## src/rtl/blink_pkg.sv

```systemverilog
// blink_pkg: shared types and constants for the blink sequencer.
package blink_pkg;
    typedef enum logic [1:0] {IDLE, RUN, PAUSE} state_t;
    typedef enum logic [1:0] {ROTL, ROTR, BOUNCE} pattern_t;
    typedef enum logic {UP, DOWN} dir_t;
    localparam int LED_W = 3;
    localparam logic [LED_W-1:0] LED_RESET = 3'b110;
endpackage

```

## src/rtl/blink_sequencer_if.sv

```systemverilog
// blink_sequencer_if: board-side buttons and LED/status outputs of the sequencer.
interface blink_sequencer_if;
    import blink_pkg::*;
    logic button_0;
    logic button_1;
    logic [LED_W-1:0] led;
    logic running;
    logic [1:0] speed;
    logic [1:0] pattern;
    modport master (output button_0, button_1, input led, running, speed, pattern);
    modport slave (input button_0, button_1, output led, running, speed, pattern);
endinterface

```

## src/rtl/blink_sequencer_debounce.sv

```systemverilog
// button_debounce: synchronises an active-low button and pulses press on an accepted 1->0 change.
module button_debounce #(
    parameter int DEBOUNCE_CYCLES = 270_000
) (
    input  logic clk,
    input  logic rst_n,
    input  logic btn_n,
    output logic press
);
    localparam int CW = $clog2(DEBOUNCE_CYCLES + 1);
    logic s1, s2, level, flip;
    logic [CW-1:0] cnt;
    // flip fires on the edge that completes the run of disagreeing samples
    assign flip = (s2 != level) && (cnt == CW'(DEBOUNCE_CYCLES - 1));
    assign press = flip && level;
    always_ff @(posedge clk) begin
        if (!rst_n) begin
            s1 <= 1'b1;
            s2 <= 1'b1;
            level <= 1'b1;
            cnt <= '0;
        end else begin
            s1 <= btn_n;
            s2 <= s1;
            cnt <= (s2 == level || flip) ? '0 : cnt + 1'b1;
            level <= flip ? s2 : level;
        end
    end
endmodule

```

## src/rtl/blink_sequencer.sv

```systemverilog
// blink_sequencer: button-controlled IDLE/RUN/PAUSE LED pattern sequencer with selectable speed.
module blink_sequencer
    import blink_pkg::*;
#(
    parameter int DEBOUNCE_CYCLES = 270_000,
    parameter int TICK_BASE = 13_500_000
) (
    input logic clk,
    input logic rst_n,
    blink_sequencer_if.slave bus
);
    localparam int TW = $clog2(TICK_BASE + 1);
    state_t state, state_nx;
    pattern_t pat, pat_nx;
    dir_t dir, dir_nx;
    logic [1:0] pos, pos_nx, speed, speed_nx;
    logic [TW-1:0] tcnt, tcnt_nx, period;
    logic p0, p1, spd_evt, step;

    button_debounce #(.DEBOUNCE_CYCLES(DEBOUNCE_CYCLES)) u_b0 (.clk(clk), .rst_n(rst_n), .btn_n(bus.button_0), .press(p0));
    button_debounce #(.DEBOUNCE_CYCLES(DEBOUNCE_CYCLES)) u_b1 (.clk(clk), .rst_n(rst_n), .btn_n(bus.button_1), .press(p1));

    assign period = TW'(TICK_BASE >> speed);

    always_comb begin
        state_nx = state;
        pat_nx = pat;
        dir_nx = dir;
        pos_nx = pos;
        speed_nx = speed;
        tcnt_nx = tcnt;
        // a speed change dominates a coincident step and restarts the period
        spd_evt = (state == RUN) && p1 && !p0;
        step = (state == RUN) && !spd_evt && (tcnt == period - 1'b1);
        if (state == IDLE) tcnt_nx = '0;
        else if (state == RUN) tcnt_nx = (spd_evt || step) ? '0 : tcnt + 1'b1;
        if (spd_evt) speed_nx = speed + 2'd1;
        if (p0) state_nx = (state == RUN) ? PAUSE : RUN;
        else if (state == PAUSE && p1) begin
            pat_nx = (pat == BOUNCE) ? ROTL : pattern_t'(pat + 2'd1);
            dir_nx = UP;
        end
        if (step) begin
            if (pat == ROTL) pos_nx = (pos == 2'd2) ? 2'd0 : pos + 2'd1;
            else if (pat == ROTR) pos_nx = (pos == 2'd0) ? 2'd2 : pos - 2'd1;
            else if (dir == UP) begin
                pos_nx = (pos == 2'd2) ? 2'd1 : pos + 2'd1;
                dir_nx = (pos == 2'd2) ? DOWN : UP;
            end else begin
                pos_nx = (pos == 2'd0) ? 2'd1 : pos - 2'd1;
                dir_nx = (pos == 2'd0) ? UP : DOWN;
            end
        end
    end

    always_ff @(posedge clk) begin
        if (!rst_n) begin
            state <= IDLE;
            pat <= ROTL;
            dir <= UP;
            pos <= 2'd0;
            speed <= 2'd0;
            tcnt <= '0;
        end else begin
            state <= state_nx;
            pat <= pat_nx;
            dir <= dir_nx;
            pos <= pos_nx;
            speed <= speed_nx;
            tcnt <= tcnt_nx;
        end
    end

    assign bus.led = ~(LED_W'(1) << pos);
    assign bus.running = (state == RUN);
    assign bus.speed = speed;
    assign bus.pattern = pat;
endmodule

```

## src/flat_wrapper.sv

```systemverilog
// flat-port wrapper written by rule: the top's interface ports become plain ports
module blink_sequencer_flat import blink_pkg::*;
#(
    parameter int DEBOUNCE_CYCLES = 270_000,
    parameter int TICK_BASE = 13_500_000
)
  (clk, rst_n, bus_button_0, bus_button_1, bus_led, bus_running, bus_speed, bus_pattern);
  blink_sequencer_if bus_i ();
  input logic clk;
  input logic rst_n;
  input wire logic [$bits(bus_i.button_0)-1:0] bus_button_0;
  input wire logic [$bits(bus_i.button_1)-1:0] bus_button_1;
  output wire logic [$bits(bus_i.led)-1:0] bus_led;
  output wire logic [$bits(bus_i.running)-1:0] bus_running;
  output wire logic [$bits(bus_i.speed)-1:0] bus_speed;
  output wire logic [$bits(bus_i.pattern)-1:0] bus_pattern;
  assign bus_i.button_0 = bus_button_0;
  assign bus_i.button_1 = bus_button_1;
  assign bus_led = bus_i.led;
  assign bus_running = bus_i.running;
  assign bus_speed = bus_i.speed;
  assign bus_pattern = bus_i.pattern;
  blink_sequencer #(.DEBOUNCE_CYCLES(DEBOUNCE_CYCLES), .TICK_BASE(TICK_BASE)) u_core (.clk(clk), .rst_n(rst_n), .bus(bus_i));
endmodule
```

## config.mk

```make
export PLATFORM = sky130hd
export DESIGN_NAME = blink_sequencer_flat
export DESIGN_NICKNAME = d
export VERILOG_FILES = /design/src/rtl/blink_pkg.sv /design/src/rtl/blink_sequencer_if.sv /design/src/rtl/blink_sequencer_debounce.sv /design/src/rtl/blink_sequencer.sv /design/src/flat_wrapper.sv
export SDC_FILE = /design/constraint.sdc
export NUM_CORES = 1
export LEC_CHECK = 0
export CAP_MARGIN = 15
export CORE_MARGIN = 5
export CORE_UTILIZATION = 36
export CTS_BUF_LIST = sky130_fd_sc_hd__clkbuf_8
export DETAILED_ROUTE_END_ITERATION = 12
export DONT_BUFFER_PORTS = 1
export PLACE_DENSITY_LB_ADDON = 0.1
export SLEW_MARGIN = 25
export SYNTH_ARGS = -nofsm -noshare
export SYNTH_HDL_FRONTEND = slang
export SYNTH_SLANG_ARGS = --single-unit
```

## constraint.sdc

```tcl
create_clock -name clk -period 3.3 [get_ports clk]
set_input_delay 0.495 -clock clk [delete_from_list [all_inputs] [get_ports clk]]
set_output_delay 0.495 -clock clk [all_outputs]
set_load 0.02 [all_outputs]
```

* Yosys cells after proc, flatten, opt, wreduce, memory -nomap -nowiden
Index checks and enable logic that the tools add are counted.
Operators by class: shift operators 2, bitwise logic cells 3, equality and inequality tests 12, reduce and logical (&&, ||, !) cells 21, multiplexer cells 18, add/subtract/negate cells 8
Operators with widths (count):
- adder 19 x 1 -> 19 bit (second input constant) | 2
- equality test 19 bit (second input constant) | 2
- adder 24 x 1 -> 24 bit (second input constant) | 1
- equality test 24 bit | 1
- 2-to-1 mux 24 bit | 1
- >> shifter 24 x 2 -> 24 bit (first input constant) | 1
- subtractor 24 x 1 -> 24 bit (second input constant) | 1
- 2-to-1 mux 2 bit | 9
- logical AND 1 bit | 9
- 2-to-1 mux 1 bit | 8
- adder 2 x 1 -> 2 bit (second input constant) | 3
- equality test 2 bit (second input constant) | 3
- zero test 2 bit | 3
- OR reduction 2 bit | 3
- equality test 2 x 1 -> 1 bit (second input constant) | 2
- logical OR 1 bit | 3
- NOT 3 bit | 1
- left shift 1 x 2 -> 3 bit (first input constant) | 1
- equality test 1 bit | 2
- zero test 1 bit | 2
- inequality test 1 bit | 2
- NOT 1 bit | 2
- AND reduction 2 bit | 1
- subtractor 2 x 1 -> 2 bit (second input constant) | 1
Storage, ports and cells: input port bits 4, word-level logic and storage cells 78, output and inout bits 8, bits in registers 77

* Logic depth before layout (Yosys ltp)
Gate-level depths: netlist of the first run.
depth after elaboration 10, mapped depth 8, gate-level depth less buffers 7

* Hierarchy
From an unflattened synthesis of the first run, not the netlist that was laid out.
Unflattened totals: cell total of the unflattened synthesis 438, area, all modules 4032.6 um^2
By module, submodules not included:
- button_debounce | sequential area each 440.4 um^2, area an instance 1028.5 um^2, instances 2, cells an instance 108
- blink_sequencer | sequential area each 660.6 um^2, area an instance 1975.6 um^2, instances 1, cells an instance 222

* Least setup slack after synthesis of the first run
Ideal clock, no wire load.
kind register to register, start register u_core.speed[1], in the netlist u_core.bus.speed[1], end register u_core.tcnt[10], slack 0.759 ns, setup time 0.117 ns, path buffers 1, arrival 2.424 ns, stages on the path, launching flop included 9, data required time 3.183 ns, period minus slack after synthesis 2.541 ns, path through dfxtp_1 > inv_1 > ha_1 > nor2_1 > o211ai_1 > or4_1 > nor4_4 > buf_4 > nor3_2
On the way: word-level cells in the longest chain between the ends 6
RTL lines:
- start: declaration | line blink_sequencer.sv:16 | logic [1:0] pos, pos_nx, speed, speed_nx;
- start signal: assignment | line blink_sequencer.sv:69 | speed <= speed_nx;
- >> shifter 24 x 2 -> 24 bit | line blink_sequencer.sv:23 | assign period = TW'(TICK_BASE >> speed);
- subtractor 24 x 1 -> 24 bit | line blink_sequencer.sv:34 | step = (state == RUN) && !spd_evt && (tcnt == period - 1'b1);
- equality test 24 bit | line blink_sequencer.sv:34
- logical AND 1 bit | line blink_sequencer.sv:34
- logical OR 1 bit | line blink_sequencer.sv:36 | else if (state == RUN) tcnt_nx = (spd_evt || step) ? '0 : tcnt + 1'b1;
- 2-to-1 mux 24 bit | line blink_sequencer.sv:36
- end signal: assignment | line blink_sequencer.sv:70 | tcnt <= tcnt_nx;
- end: declaration | line blink_sequencer.sv:17 | logic [TW-1:0] tcnt, tcnt_nx, period;
No other way between the ends. A chain may end at the register's enable or synchronous reset.

* Final worst setup path of the first run
start register u_core.speed[0], in the netlist u_core.bus.speed[0], end register u_core.tcnt[0]
The elaborated chain is that of the path after synthesis.

==> results of run 1 <==
==> cells in the mapped netlist, types with 4 or more instances <==
cell type  instances  share of area
nor2b_1            4         0.0062
and4_1            11          0.024
nand4_1           18          0.028
dfxtp_1           77           0.38
ha_1              16          0.049
nand2_1           32          0.030
nand2b_1           7          0.011
inv_1             14          0.013
o21ai_0            6         0.0074
o211ai_1           4         0.0074
nor3_2            20          0.049
xnor2_1           30          0.065
nor2_1            56          0.052
xor2_1            38          0.082
o2111ai_1          4         0.0086
nor3_1            11          0.014
clkbuf_1           4         0.0037
nand3_1           20          0.025
and3_1             8          0.012
mux2i_1            7          0.017
==> flip-flops by register name (all words and copies together), names as in the netlist, named ones only <==
signal / cells
u_core.u_b1.level: 1
u_core.pos: 2
u_core.u_b1.s2: 1
u_core.u_b1.s1: 1
u_core.u_b0.s2: 1
u_core.bus.pattern: 2
u_core.u_b0.level: 1
u_core.tcnt: 24
u_core.bus.speed: 2
u_core.state: 2
u_core.u_b0.cnt: 19
u_core.u_b1.cnt: 19
u_core.u_b0.s1: 1
==> cells by family (layout without fill, tap and decap cells) <==
group           Yosys count  after routing  synth area share
buf+inv                  27             35           0.04096
xor+xnor                 68             68            0.1466
compound gates           25             25           0.04342
flops                    77             77            0.3794
fa+ha+maj                16             16           0.04928
mux                       8              8           0.02002
simple gates            219            219            0.3203
==> final timing paths <==
kind	from	end	slack [ns]	cells past startpoint
worst min register to register	u_core.u_b0.s1	u_core.u_b0.s2	0.41	1
worst min-delay path	rst_n	u_core.u_b0.level	0.20	1
worst max-delay path	u_core.bus.speed[0]	u_core.tcnt[0]	0.60	8
worst max register to register	u_core.bus.speed[0]	u_core.tcnt[0]	0.60	8
==> per-layer routing <==
metal | vias up | part of all wire | track usage
li1 | 1527 | - | -
met1 | 1377 | 0.50 | 0.1640
met2 | 27 | 0.45 | 0.2040
met3 | 19 | 0.023 | 0.02642
met4 | 0 | 0.030 | 0.07115
met5 | - | 0 | 0
==> power by group through the flow <==
stage          Sequential (W)  Combinational [W]  Clock [W]
2_1_floorplan        0.000954          0.0000109          0
3_3_place_gp         0.000955         0.00000979          0
3_5_place_dp         0.000955          0.0000100          0
4_1_cts              0.000933          0.0000101   0.000742
5_1_grt              0.000934          0.0000109   0.000775
6_report             0.000933         0.00000971   0.000709
==> per-stage QoR <==
| step | area, um^2 | util | power [W] | setup slack, ns | hold slack [ns] |
|---|---|---|---|---|---|
| floorplan | 4063 | - | 0.0009653 | 0.7586 | 0.3863 |
| global placement | 4161 | 0.3805 | 0.0009647 | 0.5983 | 0.3891 |
| detailed placement | 4161 | 0.3805 | 0.0009650 | 0.5790 | 0.3940 |
| CTS | 4353 | 0.3981 | 0.001685 | 0.5725 | 0.1786 |
| global route | 4353 | 0.3981 | 0.001720 | 0.3644 | 0.1822 |
| finish | 4353 | 0.3981 | 0.001652 | 0.5994 | 0.2015 |
==> final cells by class <==
cell class	instances	area [um^2]
fill	1157	6583
multi-input combinational	336	2355
sequential	77	1541
tap	140	175.2
clock buffer	9	123.9
clock inverter	7	67.56
inverter	14	52.55
timing repair buffer	5	37.54
==> summary.md, run 1 <==
| Metric | Value |
|---|---|
| Max incr delay on CP | `around 0.56 ns` |
| Latest clock arrival within the worst-skew pair | `0.36 ns` |
| Initial antenna violation count | `0` |
| Initial DRT Pass Iterations | `4` |
| Reg power frac | `0.565` |
| Max Cap Viol | `0` |
| Final setup fails | `0` |
| Root buffer cell | `clkbuf_8` |
| Delay-heaviest family, CP | `simple AND/OR/NAND/NOR gates` |
| Yosys warns | `0` |
| Relative slew slack | `0.4820` |
| Critical Path RT | `3.54 ns` |
| Combinational power share | `0.006` |
| Worst slew pin tran | `0.7749 ns` |
| Clk buf depth | `2` |
| Post-DP HPWL | `5695 um` |
| Period minus WS final | `2.701 ns` |
| CTS tree | `yes` |
| Setup Crit Path Kind | `register to register` |
| Synthesized area per cell | `between 9 and 10 um^2` |
| Worst Hold Class | `input port to register` |
| Iter 0 DRT Violations | `roughly 160` |
| Routed wire length | `around 8200 um` |
| Fin Setup TNS | `0 ns` |
| Peak Freq | `370.3 MHz` |
| Post-synth EDFFs | `0` |
| CTS Buf Count | `9` |
| Share of cells above drive strength 1 | `0.1161` |
| Switching portion of total power | `0.2249` |
| Post-synth top flop | `dfxtp_1` |
| Max VDD drop | `0.2471 mV` |
| Lkg Pwr | `1.377 nW` |
| DRC violations left | `0` |
| WP data arrival | `2.94 ns` |
| Port bufs | `0` |
| Slew Viols, Final | `0` |
| Wirelength per Cell | `13.88 um` |
| Crit path buf inv count | `2` |
| Total track usage | `0.1290` |
| Unique cell type count in the Yosys netlist | `53` |
| Post-DR vias/cell | `5.017` |
| Vias in the first global route | `2,875` |
| Seq cells post-synth | `between 70 and 80` |
| Synth Instances | `440` |
| Pin count of the biggest net entering global routing | `25` |
| Die Y | `around 120 um` |
| Row cnt | `38` |
| Most common cell after layout, fill and taps aside | `dfxtp_1` |
| Nets | `463` |
| Switching power of the nets | `approximately 0.00037 W` |
| Seq/Total Area, Yosys | `0.3794` |
| Post-synth ARST share | `0` |
| Placed Cells | `572` |
| RSZ-0062 raised after global routing | `false` |
| CTS resizes | `0` |
| # Post-CTS Setup Buffers | `0` |
| Final ANT Viol Nets | `0` |
| Starting Density | `0.3715` |
| P per Cell Area | `379.4 nW/um^2` |
| Via count | `2,950` |
| Power Internal | `0.001280 W` |
| Clk pwr share | `0.429` |
| Hold_buf cts | `0` |
| Slowest-stage cell, CP | `or4_1` |
| Ant diodes | `0` |
| Post-Syn Area | `4063 um^2` |
| Htree depth | `3` |
| Crit end category | `register` |
| Gr ovfl total | `0` |
| Critical Path Source Type | `register` |
| First-pass GRT wire length | `~14,000 um` |
| Routability-driven placement congestion ratio | `0.8574` |
| Clock Sinks | `77` |
| Worst clock skew | `roughly 0.011 ns` |
| Area Overhead vs Synth | `7.145%` |
| Die width | `116.2 um` |
| Final Hold Fails | `0` |
| Post-Syn Nets | `460` |
| Worst path cell trace | `inv_1 -> ha_1 -> nor2_1 -> o211ai_1 -> or4_1 -> nor4_4 -> buf_4 -> nor3_1` |
| Die footprint | `13,510 um^2` |
| CTS clk-pin slew, worst paths | `0.08 ns` |
| Final non-filler cell total | `588` |
| Final period utilization | `0.8184` |
| Outcome | `complete, no violations` |
| Max Fanout on Critical Path | `24` |
| Num ports | `12` |
| Core ar. | `10,940 um^2` |
| Most frequent cells in the layout | `dfxtp_1 (77), nor2_1 (56), xor2_1 (38)` |
(Power assumes the default switching activity.)
==> run 2: changes to the inputs <==
Clock period 3.3 ns to 2.3 ns, I/O delays scaled along.
==> run 2 against run 1 <==
Design area is 3.4% higher. Hold slack worse by 0.15 ns. Die area unchanged. Count of clock-buffer cells in the layout grew 1.
==> summary.md, run 2 (synthesized netlist as in run 1, its figures left out) <==
| Metric | Value |
|---|---|
| Outcome | `complete, no violations` |
| Row cnt | `38 (unchanged)` |
| Cell Area, Placed | `4297 um^2 (+3.2%)` |
| Peak Freq | `457.1 MHz (+23%)` |
| Post-DP HPWL | `5868 um (+3.0%)` |
| DRC violations left | `0 (unchanged)` |
| Worst slew pin tran | `0.5001 ns (-0.2748 ns)` |
| Routed wire length | `8263 um (+1.3%)` |
| Switching portion of total power | `0.2220 (-0.002836)` |
| Power Internal | `0.001742 W (+36%)` |
| Starting Density | `0.3715 (unchanged)` |
| P per Cell Area | `497.4 nW/um^2 (+31%)` |
| Port bufs | `0 (unchanged)` |
| First-pass GRT wire length | `14,350 um (+3.5%)` |
| Combinational power share | `0.007 (about the same)` |
| Htree depth | `3 (unchanged)` |
| Pin count of the biggest net entering global routing | `25 (unchanged)` |
| Slew Viols, Final | `0 (unchanged)` |
| CTS tree | `yes` |
| Num ports | `12 (unchanged)` |
| Initial DRT Pass Iterations | `6 (+2)` |
| Period minus WS final | `2.187 ns (-0.5131 ns)` |
| Hold Path Sink | `u_core.u_b0.level` |
| R2R Path End | `u_core.tcnt[10]` |
| Worst Hold Class | `input port to register` |
| Core ar. | `10,940 um^2 (unchanged)` |
| Lkg Pwr | `1.467 nW (+6.5%)` |
| Final WS setup | `0.1125 ns (-0.4869 ns)` |
| Max Fanout on Critical Path | `12 (-50%)` |
| CTS Buf Count | `9 (unchanged)` |
| Max Cap Viol | `0 (unchanged)` |
| Root buffer cell | `clkbuf_8` |
| Setup Crit Path Kind | `register to register` |
| Routability-driven placement congestion ratio | `0.8225 (-4.1%)` |
| WP data arrival | `2.42 ns (-0.52 ns)` |
| Number of flip-flops in the largest register | `24 (unchanged)` |
| Crit end category | `register` |
| Latest clock arrival within the worst-skew pair | `0.36 ns (about the same)` |
| Critical Path Source Type | `register` |
| Share of cells above drive strength 1 | `0.1540 (+0.03794)` |
| Most common cell after layout, fill and taps aside | `dfxtp_1` |
| Largest Register | `u_core.tcnt` |
| Worst Hold Depth | `1 (unchanged)` |
| Post-DR vias/cell | `4.978 (-0.77%)` |
| Max VDD drop | `0.3483 mV (+41%)` |
| R2R depth | `9 (+1)` |
| Worst hold start | `rst_n` |
| Final period utilization | `0.9511 (+0.1327)` |
| R2R setup slack | `0.11 ns (-0.49 ns)` |
| Tot Pwr | `0.002240 W (+36%)` |
| Final setup fails | `0 (unchanged)` |
| Gr ovfl total | `0 (unchanged)` |
| Final Hold Fails | `0 (unchanged)` |
| Relative slew slack | `0.6661 (+0.1842)` |
| Switching power of the nets | `0.0004973 W (+34%)` |
| Fin Setup TNS | `0 ns (unchanged)` |
| Max incr delay on CP | `0.56 ns (about the same)` |
| Clk buf depth | `2 (unchanged)` |
| Final ANT Viol Nets | `0 (unchanged)` |
| Vias in the first global route | `3,022 (+5.1%)` |
| Initial antenna violation count | `0 (unchanged)` |
| WHS | `0.04935 ns (-0.1521 ns)` |
| CTS clk-pin slew, worst paths | `0.07 ns (about the same)` |
| Die Y | `116.2 um (unchanged)` |
| Top flop regs | `u_core.tcnt x24, u_core.u_b0.cnt x19, u_core.u_b1.cnt x19` |
| Die width | `116.2 um (unchanged)` |
| Worst reg2reg path startpoint | `u_core.bus.speed[0]` |
| Most frequent cells in the layout | `dfxtp_1 (75), nor2_1 (55), xor2_1 (37)` |
| Worst path cell trace | `inv_2 -> ha_4 -> nor2_1 -> o211ai_1 -> or4_1 -> nor4_4 -> buf_4 -> clkbuf_16 -> nor3_2` |
| Final instance area | `4503 um^2 (+3.4%)` |
| Clk pwr share | `0.396 (-0.033)` |
| Worst clock skew | `0.009331 ns (-0.001730 ns)` |
| Die footprint | `13,510 um^2 (unchanged)` |
| Ant diodes | `0 (unchanged)` |
| Clock Sinks | `77 (unchanged)` |
| Critical Path RT | `2.54 ns (-1.00 ns)` |
| Iter 0 DRT Violations | `116 (-27%)` |
| Reg power frac | `0.597 (+0.032)` |
| Via count | `2,992 (+1.4%)` |
| Nets | `477 (+3.0%)` |
| Wirelength per Cell | `13.75 um (-0.93%)` |
| Total track usage | `0.1346 (+0.005640)` |
| RSZ-0062 raised after global routing | `false` |
| Pre-CTS WS | `0.02833 ns (-0.5507 ns)` |
| Slowest-stage cell, CP | `or4_1` |
| Area Overhead vs Synth | `10.84%` |
-- run 2: changes by cell type in the layout (fill, tap and decap cells not counted), sizes merged --
| cell | delta |
|---|---|
| buf | +13 |
| clkbuf | +2 |
| clkinvlp | -2 |
| inv | +2 |
| bufinv | -1 |
| clkinv | -1 |
-- run 2: per-layer routing --
layer  vias to the layer above  track usage  part of all wire
met3                        18      0.02902             0.023
met4                         0      0.08121             0.035
met1                      1388       0.1648              0.48
li1                       1559            -                 -
met5                         -            0                 0
met2                        27       0.2162              0.46
-- run 2: area by class of cell --
cell class                      instances  area [um^2]
Fill cell                            1099         6432
Multi-Input combinational cell        336         2382
Sequential cell                        77         1549
Timing Repair Buffer                   19        185.2
Tap cell                              140        175.2
Clock buffer                           10        137.6
Inverter                               14        52.55
Clock inverter                          5        21.27
-- run 2: power by group through the flow --
| stage | Clock [W] | Sequential [W] | Combinational, W |
|---|---|---|---|
| 4_1_cts | 0.000938 | 0.00134 | 0.0000170 |
| 3_3_place_gp | 0 | 0.00137 | 0.0000168 |
| 2_1_floorplan | 0 | 0.00137 | 0.0000156 |
| 3_5_place_dp | 0 | 0.00137 | 0.0000171 |
| 6_report | 0.000887 | 0.00134 | 0.0000166 |
| 5_1_grt | 0.00100 | 0.00134 | 0.0000188 |
-- run 2: repair_timing --
action	in CTS	in global routing
endpoints found under the setup margin	0	24
gates resized for setup	0	3
hold buffers	0	0
setup buffers	0	1
-- run 2: per-stage QoR --
stage / instances / util
after detailed placement: 584 / 0.3929
final: 601 / 0.4118
after CTS: 599 / 0.4074
after global routing: 601 / 0.4118
after floorplan: 440 / -
after global placement: 584 / 0.3929
-- run 2: worst max-delay path: cells and delay by family (launching register included) --
| kind | cells | cell delay, ns |
|---|---|---|
| buffers and inverters | 3 | 0.49 |
| adder cells (fa/ha/maj) | 1 | 0.22 |
| flip-flops | 1 | 0.37 |
| AND/OR/NAND/NOR | 4 | 0.87 |
| AO/OA/AOI/OAI | 1 | 0.11 |
-- run 2: how the worst max path moves through the flow --
stage	from	to	slack [ns]
2_1_floorplan	u_core.bus.speed[0]	u_core.tcnt[5]	0.03
3_3_place_gp	u_core.bus.speed[0]	u_core.tcnt[0]	0.07
3_5_place_dp	u_core.bus.speed[0]	u_core.tcnt[0]	0.03
4_1_cts	u_core.bus.speed[0]	u_core.tcnt[0]	0.01
5_1_grt	u_core.bus.speed[0]	u_core.tcnt[1]	0.01
6_report	u_core.bus.speed[0]	u_core.tcnt[10]	0.11
